==> config.mk <==
export PLATFORM = sky130hd
export DESIGN_NAME = neuron_mac_relu
export DESIGN_NICKNAME = d
export VERILOG_FILES = /design/src/rtl/neuron_mac_relu.sv
export SDC_FILE = /design/constraint.sdc
export NUM_CORES = 1
export LEC_CHECK = 0
export CAP_MARGIN = 0
export CORE_ASPECT_RATIO = 0.7
export CORE_MARGIN = 2
export CORE_UTILIZATION = 40
export CTS_CLUSTER_DIAMETER = 100
export DETAILED_ROUTE_END_ITERATION = 10
export PLACE_DENSITY = 0.64
export SYNTH_ARGS = -nofsm -noshare
export SYNTH_HDL_FRONTEND = slang
export SYNTH_SLANG_ARGS = --single-unit
==> constraint.sdc <==
create_clock -name clk -period 13.92 [get_ports clk]
set_clock_uncertainty 0.05 [all_clocks]
set_input_delay 1.392 -clock clk [delete_from_list [all_inputs] [get_ports clk]]
set_output_delay 1.392 -clock clk [all_outputs]
set_load 0.01 [all_outputs]
==> src/rtl/neuron_mac_relu.sv <==
// neuron_mac_relu: sequential multiply-accumulate neuron with bias, ReLU and
// positive saturation. Four-stage pipeline: fetch, multiply, accumulate, output.
module neuron_mac_relu #(
    parameter int numWeight    = 30,
    parameter int addressWidth = $clog2(numWeight),
    parameter int dataWidth    = 16,
    parameter int fracBits     = 12,
    parameter logic signed [dataWidth-1:0] bias = '0
) (
    input  logic                    clk,
    input  logic                    rst,
    input  logic                    x_valid,
    input  logic [dataWidth-1:0]    x_in,
    output logic                    w_ren,
    output logic [addressWidth-1:0] w_radd,
    input  logic [dataWidth-1:0]    w_data,
    output logic                    out_valid,
    output logic [dataWidth-1:0]    out
);

    localparam int unsigned PROD_W = 2 * dataWidth;
    localparam int unsigned ACC_W  = PROD_W + addressWidth;

    localparam logic [addressWidth-1:0] CNT_LAST = addressWidth'(numWeight - 1);
    localparam logic signed [ACC_W-1:0] BIAS_ACC = (ACC_W'(bias)) <<< fracBits;
    localparam logic [dataWidth-1:0]    OUT_MAX  = {1'b0, {(dataWidth-1){1'b1}}};
    localparam logic signed [ACC_W-1:0] RES_MAX  = ACC_W'(OUT_MAX);

    logic                    accept_c;
    logic                    is_first_c;
    logic                    is_last_c;

    logic [addressWidth-1:0] in_cnt_q, in_cnt_d;

    // Stage 1: fetch cycle, activation waits for the memory read
    logic                    v1_q, v1_d;
    logic                    first1_q, first1_d;
    logic                    last1_q, last1_d;
    logic signed [dataWidth-1:0] x1_q, x1_d;

    // Stage 2: registered full-width product
    logic                    v2_q, v2_d;
    logic                    first2_q, first2_d;
    logic                    last2_q, last2_d;
    logic signed [PROD_W-1:0] prod2_q, prod2_d;

    // Stage 3: accumulator, done marks that acc holds a completed vector
    logic signed [ACC_W-1:0] acc_q, acc_d;
    logic                    done_q, done_d;

    // Stage 4: output
    logic signed [ACC_W-1:0] sum_c;
    logic signed [ACC_W-1:0] res_c;
    logic                    out_valid_q, out_valid_d;
    logic [dataWidth-1:0]    out_q, out_d;

    assign accept_c   = x_valid & ~rst;
    assign is_first_c = (in_cnt_q == '0);
    assign is_last_c  = (in_cnt_q == CNT_LAST);

    assign w_ren     = accept_c;
    assign w_radd    = rst ? '0 : in_cnt_q;
    assign out_valid = out_valid_q;
    assign out       = out_q;

    // Next-state for counter, pipeline stages, accumulator and output
    always_comb begin
        in_cnt_d    = in_cnt_q;
        v1_d        = accept_c;
        first1_d    = is_first_c;
        last1_d     = is_last_c;
        x1_d        = x_in;
        v2_d        = v1_q;
        first2_d    = first1_q;
        last2_d     = last1_q;
        prod2_d     = PROD_W'(x1_q) * PROD_W'($signed(w_data));
        acc_d       = acc_q;
        done_d      = v2_q & last2_q;
        sum_c       = acc_q + BIAS_ACC;
        res_c       = sum_c >>> fracBits;
        out_valid_d = done_q;
        out_d       = out_q;

        if (accept_c) begin
            in_cnt_d = is_last_c ? '0 : in_cnt_q + addressWidth'(1);
        end

        if (v2_q) begin
            acc_d = first2_q ? ACC_W'(prod2_q) : acc_q + ACC_W'(prod2_q);
        end

        if (done_q) begin
            if (res_c[ACC_W-1]) begin
                out_d = '0;
            end else if (res_c > RES_MAX) begin
                out_d = OUT_MAX;
            end else begin
                out_d = res_c[dataWidth-1:0];
            end
        end
    end

    // Control state and accumulator, cleared by synchronous reset
    always_ff @(posedge clk) begin
        if (rst) begin
            in_cnt_q    <= '0;
            v1_q        <= 1'b0;
            v2_q        <= 1'b0;
            done_q      <= 1'b0;
            acc_q       <= '0;
            out_valid_q <= 1'b0;
            out_q       <= '0;
        end else begin
            in_cnt_q    <= in_cnt_d;
            v1_q        <= v1_d;
            v2_q        <= v2_d;
            done_q      <= done_d;
            acc_q       <= acc_d;
            out_valid_q <= out_valid_d;
            out_q       <= out_d;
        end
    end

    // Data-only pipeline registers, qualified by the valid bits
    always_ff @(posedge clk) begin
        first1_q <= first1_d;
        last1_q  <= last1_d;
        x1_q     <= x1_d;
        first2_q <= first2_d;
        last2_q  <= last2_d;
        prod2_q  <= prod2_d;
    end

endmodule

# After elaboration in Yosys (flattened, before gate mapping)
# Index checks and enable logic that the tools add are counted.
[word_totals] reg_bits=114 inputBits=35 out_inout_bits=23 word_cells=27
[op_classes] n_reduce_logical=1 n_eq_ne=1 bitwise=3 order_cmp=1 mux=5 multipliers=1 addsub=2
[op_table] cell="adder 37 x 32 -> 37 bit" count=1
[op_table] cell="two-way mux 37 bit" count=1
[op_table] cell="multiplier 16 x 16 -> 32 bit" count=1
[op_table] cell="two-way mux 16 bit" count=2
[op_table] cell="greater-than comparator 25 x 16 -> 1 bit, second input constant" count=1
[op_table] cell="two-way mux 5 bit" count=2
[op_table] cell="adder 5 x 1 -> 5 bit, second input constant" count=1
[op_table] cell="equality test 5 bit, second input constant" count=1
[op_table] cell="zero test 5 bit" count=1
[op_table] cell="bitwise AND 1 bit" count=2
[op_table] cell="NOT 1 bit" count=1

# Depth between registers and ports, before layout
[depth] word_depth=3 mapped_depth=25 ltp_nobuf=24

# Worst setup path before layout
# No wires, ideal clock.
[synth_timing] path_type="input to register" from="input port w_data[15]" to="register prod2_q[31]" path_stages=22 path_buffers=1 arrival_time_ps=6933 t_required_ps=13749 setup_time_ps=121 path_slack_ps=6817 cell_sequence="inv_1 -> clkbuf_1 -> nor2_1 -> fa_1 -> fa_1 -> fa_1 -> fa_1 -> fa_1 -> inv_1 -> fa_1 -> inv_1 -> ha_1 -> a21o_1 -> a211o_1 -> a21oi_1 -> a2bb2oi_1 -> o21ai_0 -> o211ai_1 -> nand3_1 -> nor2_1 -> a21oi_1 -> xnor2_1"
[synth_via] elab_chain_cells=1
[synth_rtl] item="start: declaration" line="16" rtl="input logic [dataWidth-1:0] w_data,"
[synth_rtl] item="multiplier 16 x 16 -> 32 bit" line="76" rtl="prod2_d = PROD_W'(x1_q) * PROD_W'($signed(w_data));"
[synth_rtl] item="net prod2_d[31]" line="45" rtl="logic signed [PROD_W-1:0] prod2_q, prod2_d;"
[synth_rtl] item="end signal: assignment" line="131" rtl="prod2_q <= prod2_d;"
[synth_rtl] item="end: declaration" line="45"
# The timed path passes the listed nets, and every way through them passes these cells.
# A chain may end at the register's enable or synchronous reset.

# Worst setup path after layout
[layout_timing] from="input port w_data[9]" to="register prod2_q[31]"
# Same word-level chain as after synthesis.

==> metrics.txt <==
run status=finished clean; Inst Count DP=2262; synth top area cells=fa_1 (34%), dfxtp_1 (15%), ha_1 (9.7%); Final Hold Fails=0; Worst path most repeated cell=fa_1; critical path's largest stage delay=0.91 ns; CTS sink cnt=114; remaining antenna violation count=0; ant diodes=0; Compound-Gate Fraction of Synth Area=0.104; area post-placement=16500 um2; hold_sp=last1_q; final std cells w/o fill=between 2000 and 2500; Post-Synth XOR/XNOR Area=0.0349; asr flop ratio synth=0; Setup TNS=0 ns; Avg Cell Area, Syn=8.93 um2; area leader, netlist=fa_1; Num CTS Buffers=17; Initial Util=0.405; post-synth top area share=0.339; htree depth=4; max-cap violations=0; post-synthesis cell count=1741; cts hold-fix bufs=0; Synth Warn #=0; die height=169 um; largest net degree at the start of global routing=72; CTS Buffer Depth=2; critical path's slowest cell=clkdlybuf4s50_1; Crit Reg-Reg Startpoint=x1_q[7]; postcts setup bufs=0; DR WL/cell=14.5 um; Die Wd=~240 um; Seq. cell area=2280 um2; Layout fillers=roughly 3700; worst-margin pin slew=0.890 ns; mux cell area share after synthesis=0.0182; area added between synthesis and finish=9.55%; Final Cell Area=approximately 17000 um2; NumNets Final=2173; CP Max Fanout=16; die area=around 40000 um2; CP Launch Type=input pin; post-synthesis adder-cell area fraction=0.436; gr usage total=0.183; Pre-antenna DRT Iters=5; drt via density=approximately 5.0; FP Rows=60; Buf/Inv on CP=4; core area=roughly 38000 um2; largest family of logic cells by synthesized area=adder cells; Max Slew Vio Count=0; Post-Syn Nets=2160; first-pass GRT wire length=roughly 60 mm; crit-path leading delay family=adder cells; # setup viols final=0; simple-gate share of the synthesized area=0.163; I/O Pins=58; CTS root buffer=clkbuf_16; Cell Area, Synth=15500 um2; DRT iter0 DRCs=504; RSZ-0062 raised after global routing=false; Finished Core Util=0.444; crit path launch=w_data[9]; fraction of layout instances using a drive strength above 1=0.0272; Primary FF master, synth=dfxtp_1; initial antenna violation count=0; WS Path Type=input pin to flop; Seq/Total Area, Yosys=0.147; Critical Path End Type=flop; Worst EP required=14.17 ns; HPWL after DPL=27.0 mm; min Tclk post-route=7.77 ns; number of synthesized register bits=114; Placer Congestion=0.824; Fmax=129 MHz; clock-pin slew on the worst setup and hold paths=approximately 0.06 ns; period utilization=0.558; vias=11444; number of remaining DRC errors=0; vias in the first global route=12673; HP Class=flop to flop; Post-synth EDFFs=0; gr ovfl total=0; Buffers on Ports=57; CTS tree=done; Distinct cells, synth=69; Clock Latency Late Sink=0.42 ns; Multi-input gate area=11800 um2; post-cts resize count=0; Cell Chain, Critical Path=clkdlybuf4s50_1 > nand2_1 > fa_1 > inv_1 > fa_1 > fa_1 > fa_1 > fa_1 > inv_1 > fa_1 > inv_1 > ha_1 > a21o_1 > a211o_1 > a21oi_1 > a2bb2oi_1 > o21ai_0 > o211ai_1 > nand3_1 > nor2_1 > a21oi_1 > xnor2_1; Slew HR=0.406; worst endpoint data arrival time=roughly 8 ns; DRT Wirelength=between 30 and 40 mm
==> cell usage after synthesis (16+ instances only) <==
library cell / count
a21o_1: 26
inv_1: 308
nor2_1: 135
nand3_1: 19
a21oi_1: 61
and2_1: 130
xor2_1: 18
clkbuf_1: 55
ha_1: 121
mux2i_1: 26
fa_1: 263
a211oi_1: 22
o211ai_1: 16
o21ai_0: 51
xnor2_1: 44
nand2_1: 169
dfxtp_1: 114
==> area by class of cell <==
class / instances / share of cell area
Multi-Input combinational cell: 1250 / 0.690
Sequential cell: 114 / 0.134
Inverter: 308 / 0.0679
Tap cell: 527 / 0.0387
Timing Repair Buffer: 63 / 0.0358
Clock buffer: 26 / 0.0305
Clock inverter: 4 / 0.00279
==> worst register-to-register path, delay by kind of cell, from the launching register on <==
kind	cells	cell delay, ns
AOI/OAI and AO/OA	7	1.50
xor gates and xnor gates	1	0.13
buffers and inverters	3	0.15
adders and majority gates	7	3.47
and+or+nand+nor	3	0.46
DFF	1	0.79
==> metal layers <==
metal	vias to the layer above	global-route usage	part of all wire
met5	-	0	0
met4	0	0.0500	0.017
met3	41	0.0413	0.048
met2	208	0.312	0.47
met1	5668	0.234	0.46
li1	5527	-	-
==> flip-flops by register name, summed over array words and instances, names as in the netlist, 5 cells and up <==
register / cells
acc_q: 37
prod2_q: 32
out: 16
x1_q: 16
in_cnt_q: 5
==> logic make-up after synthesis <==
| family | Yosys count |
|---|---|
| buffers and inverters | 377 |
| adders and majority gates | 384 |
| xor gates and xnor gates | 62 |
| muxes | 28 |
| AOI/OAI and AO/OA | 247 |
| and+or+nand+nor | 529 |
| DFF | 114 |
==> per-stage QoR <==
| stage | setup slack, ns | hold slack (ns) |
|---|---|---|
| floorplan | 6.82 | 0.260 |
| global placement | 5.88 | 0.264 |
| detailed placement | 5.79 | 0.268 |
| CTS | 6.23 | 0.284 |
| global route | 5.76 | 0.289 |
| finish | 6.15 | 0.279 |
==> path summary, 6_finish.rpt <==
kind	to	slack (ns)	cells after the start
setup reg to reg	prod2_q[31]	7.23	21
hold / removal	last2_q	0.28	0
hold reg to reg	last2_q	0.28	0
setup / recovery	prod2_q[31]	6.15	22
==> cell usage in the layout (no fill, tap or decap), types with 9 or more instances in the layout <==
cell type | synthesis | routed
ha_1 | 121 | 121
inv_1 | 308 | 308
dfxtp_1 | 114 | 112
xor2_1 | 18 | 18
xnor2_1 | 44 | 44
o211ai_1 | 16 | 16
clkbuf_16 | 0 | 17
nand4_1 | 9 | 9
nand2_1 | 169 | 169
nor2_1 | 135 | 135
a211oi_1 | 22 | 22
o21bai_1 | 13 | 13
clkdlybuf4s50_1 | 0 | 56
mux2i_1 | 26 | 26
fa_1 | 263 | 263
nand2b_1 | 12 | 12
nor3_1 | 15 | 15
a21o_1 | 26 | 26
o21ai_0 | 51 | 51
nand3_1 | 19 | 19
nor2b_1 | 10 | 10
and2_1 | 130 | 130
a21oi_1 | 61 | 61
o21a_1 | 11 | 11
Power is left out: the tool's default activity adds up to more than one toggle a clock period on the data nets, which glitch-free logic cannot reach.
